### src/rtl/fetch_queue_if.sv
`default_nettype none
// ============================================================================
// Module      : fetch_queue_if
// Description : Handshake bundle between instruction fetch, the fetch queue
//               and decode. The slave modport is the queue's view; the master
//               modport is the view of the surrounding fetch/decode logic.
// Revision    : 1.0 - initial release
// ============================================================================
interface fetch_queue_if #(
  parameter int DEPTH     = 4,
  parameter int WORD      = 32,
  parameter int INSTR_LEN = 32
);
  localparam int CW = $clog2(DEPTH + 1);

  // Fetch side
  logic                 in_valid;
  logic                 in_ready;
  logic [WORD-1:0]      in_pc;
  logic [INSTR_LEN-1:0] in_instruction;

  // Redirect
  logic                 flush;

  // Decode side
  logic                 out_valid;
  logic                 out_ready;
  logic [WORD-1:0]      out_pc;
  logic [INSTR_LEN-1:0] out_instruction;

  // Occupancy
  logic [CW-1:0]        count;

  modport slave (
    input  in_valid,
    output in_ready,
    input  in_pc,
    input  in_instruction,
    input  flush,
    output out_valid,
    input  out_ready,
    output out_pc,
    output out_instruction,
    output count
  );

  modport master (
    output in_valid,
    input  in_ready,
    output in_pc,
    output in_instruction,
    output flush,
    input  out_valid,
    output out_ready,
    input  out_pc,
    input  out_instruction,
    input  count
  );
endinterface
`default_nettype wire

### src/rtl/fetch_queue.sv
`default_nettype none
// ============================================================================
// Module      : fetch_queue
// Description : Circular instruction queue between fetch and decode. Holds
//               {pc, instruction} pairs, presents the oldest to decode under a
//               valid/ready handshake and drops everything on a redirect flush.
//               Optional macro FETCH_QUEUE_BYPASS_EN adds a zero-latency path
//               from in_* to out_* when the queue is empty.
// Revision    : 1.0 - initial release
// ============================================================================
module fetch_queue #(
  parameter int DEPTH     = 4,
  parameter int WORD      = 32,
  parameter int INSTR_LEN = 32
) (
  input  wire           clk,
  input  wire           reset,   // asynchronous, active-low
  fetch_queue_if.slave  bus
);

  localparam int            PW     = $clog2(DEPTH);
  localparam int            CW     = $clog2(DEPTH + 1);
  localparam logic [CW-1:0] C_FULL = CW'(DEPTH);
  localparam logic [CW-1:0] C_ONE  = CW'(1);
  localparam logic [PW-1:0] C_STEP = PW'(1);

  // Storage: contents are never cleared, only the pointers/count are.
  logic [WORD-1:0]      pc_mem    [DEPTH];
  logic [INSTR_LEN-1:0] instr_mem [DEPTH];

  logic [PW-1:0] rd_ptr_q, rd_ptr_d;
  logic [PW-1:0] wr_ptr_q, wr_ptr_d;
  logic [CW-1:0] count_q,  count_d;

  logic not_empty;
  logic not_full;
  logic push;
  logic pop;
  logic bypass_active;

  assign not_empty = (count_q != '0);
  assign not_full  = (count_q != C_FULL);

`ifdef FETCH_QUEUE_BYPASS_EN
  // An empty queue forwards the incoming pair straight to decode; if decode
  // takes it this cycle it is never written into storage.
  assign bypass_active = !not_empty && bus.in_valid && !bus.flush;
  assign push = bus.in_valid && not_full && !bus.flush && !(bypass_active && bus.out_ready);
`else
  assign bypass_active = 1'b0;
  assign push = bus.in_valid && not_full && !bus.flush;
`endif
  // Pops only ever come from storage; a bypassed pair is not a pop.
  assign pop = not_empty && bus.out_ready && !bus.flush;

  // Handshake and head outputs; out_* read as zero whenever nothing is valid.
  always_comb begin
    bus.in_ready        = not_full;
    bus.out_valid       = not_empty || bypass_active;
    bus.count           = count_q;
    bus.out_pc          = '0;
    bus.out_instruction = '0;
    if (not_empty) begin
      bus.out_pc          = pc_mem[rd_ptr_q];
      bus.out_instruction = instr_mem[rd_ptr_q];
    end
`ifdef FETCH_QUEUE_BYPASS_EN
    else if (bypass_active) begin
      bus.out_pc          = bus.in_pc;
      bus.out_instruction = bus.in_instruction;
    end
`endif
  end

  // Next pointer/occupancy; flush wins over any push or pop in the same cycle.
  always_comb begin
    rd_ptr_d = rd_ptr_q;
    wr_ptr_d = wr_ptr_q;
    count_d  = count_q;
    if (bus.flush) begin
      rd_ptr_d = '0;
      wr_ptr_d = '0;
      count_d  = '0;
    end else begin
      if (push) wr_ptr_d = wr_ptr_q + C_STEP;
      if (pop)  rd_ptr_d = rd_ptr_q + C_STEP;
      case ({push, pop})
        2'b10:   count_d = count_q + C_ONE;
        2'b01:   count_d = count_q - C_ONE;
        default: count_d = count_q;
      endcase
    end
  end

  // Pointer and occupancy registers, cleared asynchronously by reset.
  always_ff @(posedge clk or negedge reset) begin
    if (!reset) begin
      rd_ptr_q <= '0;
      wr_ptr_q <= '0;
      count_q  <= '0;
    end else begin
      rd_ptr_q <= rd_ptr_d;
      wr_ptr_q <= wr_ptr_d;
      count_q  <= count_d;
    end
  end

  // Entry write at the tail on an accepted push.
  always_ff @(posedge clk) begin
    if (push) begin
      pc_mem[wr_ptr_q]    <= bus.in_pc;
      instr_mem[wr_ptr_q] <= bus.in_instruction;
    end
  end

endmodule
`default_nettype wire
### src/flat_wrapper.sv
// flat-port wrapper written by rule: the top's interface ports become plain ports
module fetch_queue_flat 
#(
  parameter int DEPTH     = 4,
  parameter int WORD      = 32,
  parameter int INSTR_LEN = 32
)
  (clk, reset, bus_in_valid, bus_in_ready, bus_in_pc, bus_in_instruction, bus_flush, bus_out_valid, bus_out_ready, bus_out_pc, bus_out_instruction, bus_count);
  fetch_queue_if #(.DEPTH(DEPTH), .WORD(WORD), .INSTR_LEN(INSTR_LEN)) bus_i ();
  input  wire clk;
  input  wire reset;
  input wire logic [$bits(bus_i.in_valid)-1:0] bus_in_valid;
  output wire logic [$bits(bus_i.in_ready)-1:0] bus_in_ready;
  input wire logic [$bits(bus_i.in_pc)-1:0] bus_in_pc;
  input wire logic [$bits(bus_i.in_instruction)-1:0] bus_in_instruction;
  input wire logic [$bits(bus_i.flush)-1:0] bus_flush;
  output wire logic [$bits(bus_i.out_valid)-1:0] bus_out_valid;
  input wire logic [$bits(bus_i.out_ready)-1:0] bus_out_ready;
  output wire logic [$bits(bus_i.out_pc)-1:0] bus_out_pc;
  output wire logic [$bits(bus_i.out_instruction)-1:0] bus_out_instruction;
  output wire logic [$bits(bus_i.count)-1:0] bus_count;
  assign bus_i.in_valid = bus_in_valid;
  assign bus_in_ready = bus_i.in_ready;
  assign bus_i.in_pc = bus_in_pc;
  assign bus_i.in_instruction = bus_in_instruction;
  assign bus_i.flush = bus_flush;
  assign bus_out_valid = bus_i.out_valid;
  assign bus_i.out_ready = bus_out_ready;
  assign bus_out_pc = bus_i.out_pc;
  assign bus_out_instruction = bus_i.out_instruction;
  assign bus_count = bus_i.count;
  fetch_queue #(.DEPTH(DEPTH), .WORD(WORD), .INSTR_LEN(INSTR_LEN)) u_core (.clk(clk), .reset(reset), .bus(bus_i));
endmodule
### config.mk
export PLATFORM = sky130hd
export DESIGN_NAME = fetch_queue_flat
export DESIGN_NICKNAME = d
export VERILOG_FILES = /design/src/rtl/fetch_queue_if.sv /design/src/rtl/fetch_queue.sv /design/src/flat_wrapper.sv
export SDC_FILE = /design/constraint.sdc
export NUM_CORES = 1
export LEC_CHECK = 0
export BUFFER_PORTS_ARGS = -buffer_cell sky130_fd_sc_hd__buf_2
export CORE_MARGIN = 1
export CORE_UTILIZATION = 57
export CTS_CLUSTER_SIZE = 8
export DETAILED_ROUTE_END_ITERATION = 7
export HOLD_SLACK_MARGIN = 0.08
export PLACE_DENSITY = 0.79
export SLEW_MARGIN = 30
export SYNTH_ARGS = -nofsm -noshare
export SYNTH_HDL_FRONTEND = slang
export SYNTH_SLANG_ARGS = --single-unit
### constraint.sdc
create_clock -name clk -period 3.5 [get_ports clk]
set_input_delay 0.175 -clock clk [delete_from_list [all_inputs] [get_ports clk]]
set_output_delay 0.175 -clock clk [all_outputs]
set_load 0.005 [all_outputs]
==> results.json, run 1 <==
{
  "crit_start": "u_core.rd_ptr_q[0]",
  "finalWeightedCongestion": 0.755,
  "ant_nets": 0,
  "dr.pass1.iters": 4,
  "initial_core_util": 0.587,
  "vias": 5374,
  "syn_avg_cell_area_um2": 21.8,
  "place_inst": 809,
  "final_nets": 769,
  "setup_violations": 0,
  "p_leak_nw": 4.51,
  "vias_per_cell": 5.75,
  "clk_path_buf_depth": 3,
  "pwr_density_cell_nw_per_um2": 624,
  "clkTransAtPathRegs_ns": 0.05,
  "post_cts_buffers": 0,
  "ys_warn_count": 0,
  "grt_pass1_vias": 5566,
  "wl_per_cell_um": 22.1,
  "synth-seq-area-share": 0.769,
  "worst-slew-pin-transition_ns": 0.961,
  "critPathKind": "register to output pin",
  "final_util": 0.741,
  "die_h_um": 136,
  "n_antenna_cell": 0,
  "synth_cell_types": 34,
  "grt_overflow": 0,
  "rsz0062_at_grt": "false",
  "rows": 48,
  "finalMaxSlewViolations": 0,
  "coreArea_um2": 17400,
  "clkLatencyLatePin_ns": 0.49,
  "path_max_fanout": 29,
  "pin_count": 138,
  "grt_max_degree": 66,
  "cts_buffers": 38,
  "h-tree-depth": 2,
  "relSlewSlack": 0.360,
  "drive_gt1_frac": 0.363,
  "wirelength_um": 20600,
  "outcome": "complete, no violations",
  "skew_ns": 0.0102,
  "hold_class": "input port to register",
  "maxCapViolations": 0,
  "grt_pass1_wl_um": 31400,
  "finalNonFillerCells": 935,
  "p_total_mw": 8.05,
  "antenna_found_initial": 0,
  "hpwl_um": 10800,
  "worstSetupStartpointType": "register",
  "ir_drop_mv": 0.415,
  "fin_tns_setup_ns": 0,
  "hp-start": "bus_in_pc[18]",
  "fin_crit_sh": 0.801,
  "syn_inst": 468,
  "timing.fmax_mhz": 357,
  "grt_use_total": 0.235,
  "port_buffers": 137,
  "period_needed_ns": 2.80,
  "drc": 0,
  "ctsRootBufferMaster": "clkbuf_16",
  "fp.dieArea_um2": 18500,
  "cp_data_arrival_time_ns": 2.63,
  "required_ns": 3.32,
  "hold_viol_final": 0,
  "cts_num_sinks": 263,
  "dieWidth_um": 136,
  "area_delta_synth_final_pct": 26.2,
  "syn_nets": 542,
  "n_fill_cell": 986,
  "synth_seq_cells": 263,
  "syn_area_um2": 10200,
  "drt-initial-drc-count": 385,
  "rr_startpoint": "u_core.bus.count[0]",
  "crit_path_end_kind": "output pin",
  "cts_tree": "built"
}
==> critical path, stage by stage, from the launching register on <==
cell     delay, ns
dfrtp_4       0.81
buf_4         0.41
mux4_2        0.55
and2_1        0.21
buf_2         0.14
==> synth_stat cells <==
cell       instances  area [um^2]
edfxtp_1         256         7690
and2_1            68          425
mux4_2            64         1440
buf_2             11         55.1
clkbuf_1           9         33.8
dfrtp_1            7          175
buf_6              5         56.3
inv_1              5         18.8
nor2_1             5         18.8
ha_1               4         50.1
a21oi_1            3         15.0
xor2_1             3         26.3
a31oi_1            2         12.5
nand3_1            2         10.0
nand3b_1           2         15.0
nor3_1             2         10.0
o21ai_0            2         10.0
o311ai_0           2         17.5
a2111oi_0          1         8.76
a211oi_1           1         7.51
a21bo_2            1         10.0
a311o_1            1         10.0
clkbuf_2           1         5.00
fa_1               1         20.0
mux2i_1            1         10.0
nand2_1            1         3.75
nor3b_2            1         12.5
nor4b_1            1         8.76
nor4bb_1           1         10.0
o2111ai_1          1         8.76
o21a_1             1         7.51
o31ai_1            1         7.51
or3_1              1         6.26
or3b_2             1         8.76
==> power by group <==
group | total (mW) | leakage, nW | switching (mW) | internal (mW)
Combinational | 1.16 | 1.60 | 0.527 | 0.635
Sequential | 3.70 | 2.41 | 0.120 | 3.58
Clock | 3.19 | 0.503 | 1.18 | 2.01
==> kinds of logic after synthesis <==
group	share of synthesized area
AOI/OAI and AO/OA	0.0113
xor gates and xnor gates	0.00257
adders and majority gates	0.00685
buffers and inverters	0.0165
DFF	0.769
muxes	0.142
and+or+nand+nor	0.0518
==> layout by cell type, fill, tap and decap left out, types with 5 or more instances in the layout <==
cell type / netlist / final
and2_1: 68 / 64
buf_2: 11 / 137
clkbuf_1: 9 / 15
clkbuf_16: 0 / 39
dfrtp_1: 7 / 5
dlygate4sd3_1: 0 / 69
edfxtp_1: 256 / 256
inv_1: 5 / 5
mux4_2: 64 / 64
nor2_1: 5 / 5
==> routing by layer <==
metal,vias up,track usage,part of all wire,wire length (um)
li1,2365,-,-,-
met1,2731,0.319,0.41,8420
met2,249,0.383,0.50,10400
met3,29,0.0503,0.071,1460
met4,0,0.0802,0.017,347
met5,-,0,0,0
==> what timing repair did <==
action / CTS / global route
hold endpoints to repair: 269 / 0
gates resized for setup: 0 / 0
hold buffers: 69 / 0
==> registers in the layout (all words and copies together), names as in the netlist <==
| register | flops |
|---|---|
| u_core.pc_mem | 128 |
| u_core.instr_mem | 128 |
| u_core.wr_ptr_q | 2 |
| u_core.rd_ptr_q | 2 |
| u_core.bus.count | 3 |
==> through the flow <==
step | worst slack [ns] | hold slack (ns) | instance area [um^2]
after floorplan | 0.566 | -0.121 | 10200
after global placement | 1.12 | 0.0184 | 11100
after detailed placement | 1.01 | 0.0212 | 11100
after CTS | 0.645 | 0.407 | 12900
after global routing | 0.527 | 0.402 | 12900
final | 0.696 | 0.422 | 12900
==> final cells by class <==
cell class                      instances  area, um^2  share of cell area
Tap cell                              225         282              0.0218
Sequential cell                       263        7870               0.610
Multi-Input combinational cell        174        2210               0.171
Inverter                                5        18.8             0.00146
Timing Repair Buffer                  213        1480               0.115
Clock buffer                           54        1030              0.0800
Clock inverter                          1        8.76            0.000679
==> path summary, 6_finish.rpt <==
check	end	slack (ns)	depth (start not counted)
max in group asynchronous	u_core.rd_ptr_q[1]	2.54	3
hold / removal	u_core.pc_mem[3][18]	0.42	2
min in group asynchronous	u_core.bus.count[1]	0.67	3
hold reg to reg	u_core.wr_ptr_q[0]	0.60	2
setup reg to reg	u_core.bus.count[1]	0.88	6
setup / recovery	bus_out_pc[28]	0.70	4
Power figures use the tool's default switching activity.
==> run 2, diff against run 1 <==
--- a/config.mk
+++ b/config.mk
@@ -5,13 +5,14 @@
 export SDC_FILE = /design/constraint.sdc
 export NUM_CORES = 1
 export LEC_CHECK = 0
+export ABC_AREA = 1
 export BUFFER_PORTS_ARGS = -buffer_cell sky130_fd_sc_hd__buf_2
 export CORE_MARGIN = 1
-export CORE_UTILIZATION = 57
+export CORE_UTILIZATION = 52
 export CTS_CLUSTER_SIZE = 8
 export DETAILED_ROUTE_END_ITERATION = 7
 export HOLD_SLACK_MARGIN = 0.08
-export PLACE_DENSITY = 0.79
+export PLACE_DENSITY = 0.76
 export SLEW_MARGIN = 30
 export SYNTH_ARGS = -nofsm -noshare
 export SYNTH_HDL_FRONTEND = slang
==> constraint.sdc (replaced) <==
create_clock -name clk -period 2.4 [get_ports clk]
set_input_delay 0.12 -clock clk [delete_from_list [all_inputs] [get_ports clk]]
set_output_delay 0.12 -clock clk [all_outputs]
set_load 0.005 [all_outputs]
==> results.json, run 2 <==
{
  "final_nets": 1108,
  "grt_pass1_vias": 6869,
  "ctsRootBufferMaster": "clkbuf_16",
  "h-tree-depth": 2,
  "layout_commonest_cell": "nor2_1",
  "hold_class": "input port to register",
  "synth-seq-area-share": 0.760,
  "initial_core_util": 0.532,
  "rr_startpoint": "u_core.bus.count[0]",
  "maxCapViolations": 0,
  "clk_path_buf_depth": 3,
  "drc": 0,
  "outcome": "complete, no violations",
  "synthTopCellsByArea": "edfxtp_1, nor2_1, o21ai_0",
  "clkLatencyLatePin_ns": 0.49,
  "finalWeightedCongestion": 0.821,
  "ys_warn_count": 0,
  "cp_data_arrival_time_ns": 2.14,
  "cts_tree": "built",
  "pin_count": 138,
  "dr.pass1.iters": 5,
  "grt_use_total": 0.225,
  "required_ns": 2.28,
  "synth_common_cells": "nor2_1, edfxtp_1, o21ai_0",
  "hold_viol_final": 0,
  "final_cell_mix": "nor2_1, edfxtp_1, buf_2",
  "drive_gt1_frac": 0.197,
  "pwr_density_cell_nw_per_um2": 1030,
  "syn_inst": 818,
  "skew_ns": 0.00980,
  "antenna_found_initial": 0,
  "relSlewSlack": 0.696,
  "crit_path_end": "bus_out_pc[28]",
  "area_delta_synth_final_pct": 26.7,
  "post_cts_buffers": 0,
  "worst-slew-pin-transition_ns": 0.456,
  "finalMaxSlewViolations": 0,
  "fin_crit_sh": 0.942,
  "coreArea_um2": 19500,
  "cts_buffers": 38,
  "ir_drop_mv": 0.660,
  "r2r-end": "u_core.pc_mem[3][7]",
  "grt_max_degree": 70,
  "dieWidth_um": 143,
  "r2r_cells": 7,
  "syn_area_um2": 10300,
  "port_buffers": 137,
  "crit_path_end_kind": "output pin",
  "timing.fmax_mhz": 442,
  "synth_edf_count": 256,
  "rsz0062_at_grt": "false",
  "r2r_setup_slack_ns": 0.37,
  "yosysTopAreaCellShare": 0.743,
  "path_max_fanout": 69,
  "p_total_mw": 13.6,
  "grt_overflow": 0,
  "wirelength_um": 22800,
  "n_antenna_cell": 0,
  "p_leak_nw": 4.83,
  "critPathKind": "register to output pin",
  "wl_per_cell_um": 17.5,
  "synth_cell_types": 20,
  "cts_num_sinks": 263,
  "hpwl_um": 11800,
  "setup_violations": 0,
  "vias": 6988,
  "fp.dieArea_um2": 20500,
  "grt_pass1_wl_um": 34500,
  "yosysTopAreaCell": "edfxtp_1",
  "placed_area_um2": 11400,
  "n_fill_cell": 1327,
  "async_reset_ff_frac": 0.0266,
  "synthFlopType": "edfxtp_1",
  "rows": 51,
  "die_h_um": 143,
  "ant_nets": 0,
  "crit_start": "u_core.rd_ptr_q[0]",
  "stdcell_area_um2": 13100,
  "period_needed_ns": 2.26,
  "drt-initial-drc-count": 404,
  "syn_avg_cell_area_um2": 12.6,
  "synth_most_common_cell": "nor2_1",
  "syn_nets": 892,
  "synth_seq_cells": 263,
  "fin_tns_setup_ns": 0,
  "vias_per_cell": 5.35,
  "worstSetupStartpointType": "register",
  "clkTransAtPathRegs_ns": 0.05
}
[run 2: what timing repair did]
action | CTS | global route
endpoints found under the setup margin | 0 | 6
hold buffers | 69 | 0
gates resized for setup | 0 | 4
hold endpoints to repair | 270 | 0
[run 2: kinds of logic after synthesis]
| family | Yosys count | share of synthesized area |
|---|---|---|
| AOI/OAI and AO/OA | 200 | 0.0970 |
| and+or+nand+nor | 287 | 0.105 |
| xor gates and xnor gates | 1 | 0.000847 |
| adders and majority gates | 5 | 0.00677 |
| buffers and inverters | 62 | 0.0307 |
| DFF | 263 | 0.760 |
[run 2: per-layer routing]
metal | track usage | wire length, um | vias up
met5 | 0 | 0 | -
met4 | 0.0928 | 605 | 0
met3 | 0.0406 | 1180 | 50
met2 | 0.409 | 12000 | 236
met1 | 0.262 | 9060 | 3381
li1 | - | - | 3321
[run 2: metrics by stage]
stage                util  setup slack (ns)  hold WS (ns)  std cells
CTS                 0.673            0.0818         0.351       1307
global placement    0.585             0.521       -0.0327       1190
detailed placement  0.585             0.423       -0.0313       1190
global route        0.674           0.00242         0.359       1307
floorplan               -            -0.631        -0.176        818
finish              0.674             0.139         0.368       1307
[run 2: layout make-up]
cell class                      instances  area, um^2  area share
Inverter                               14        57.6     0.00439
Timing Repair Buffer                  224        1640       0.125
Clock buffer                           47        1010      0.0767
Multi-Input combinational cell        493        2190       0.167
Sequential cell                       263        7870       0.600
Clock inverter                          1        8.76    0.000668
Tap cell                              265         332      0.0253
[run 2: worst min path at each step]
stage             startpoint                    to  slack, ns  cells past startpoint
2_1_floorplan          reset   u_core.bus.count[0]      -0.18                      0
3_3_place_gp           reset    u_core.wr_ptr_q[1]      -0.03                      1
3_5_place_dp           reset    u_core.wr_ptr_q[1]      -0.03                      1
4_1_cts         bus_in_pc[9]   u_core.pc_mem[3][9]       0.35                      2
5_1_grt        bus_in_pc[12]  u_core.pc_mem[2][12]       0.36                      2
6_report       bus_in_pc[13]  u_core.pc_mem[1][13]       0.37                      2
[run 2: power breakdown]
part	internal (mW)	total, mW	switching (mW)
clock network	2.88	4.59	1.71
logic	1.33	3.50	2.17
registers	5.34	5.48	0.135
total	9.56	13.6	4.01
[run 2: worst max-delay path: stages (launching register included)]
cell and delay, ns:
dfrtp_4 0.63, buf_16 0.31, nor2_1 0.09, nor2_1 0.08
o21ai_0 0.08, a21oi_1 0.26, buf_2 0.17
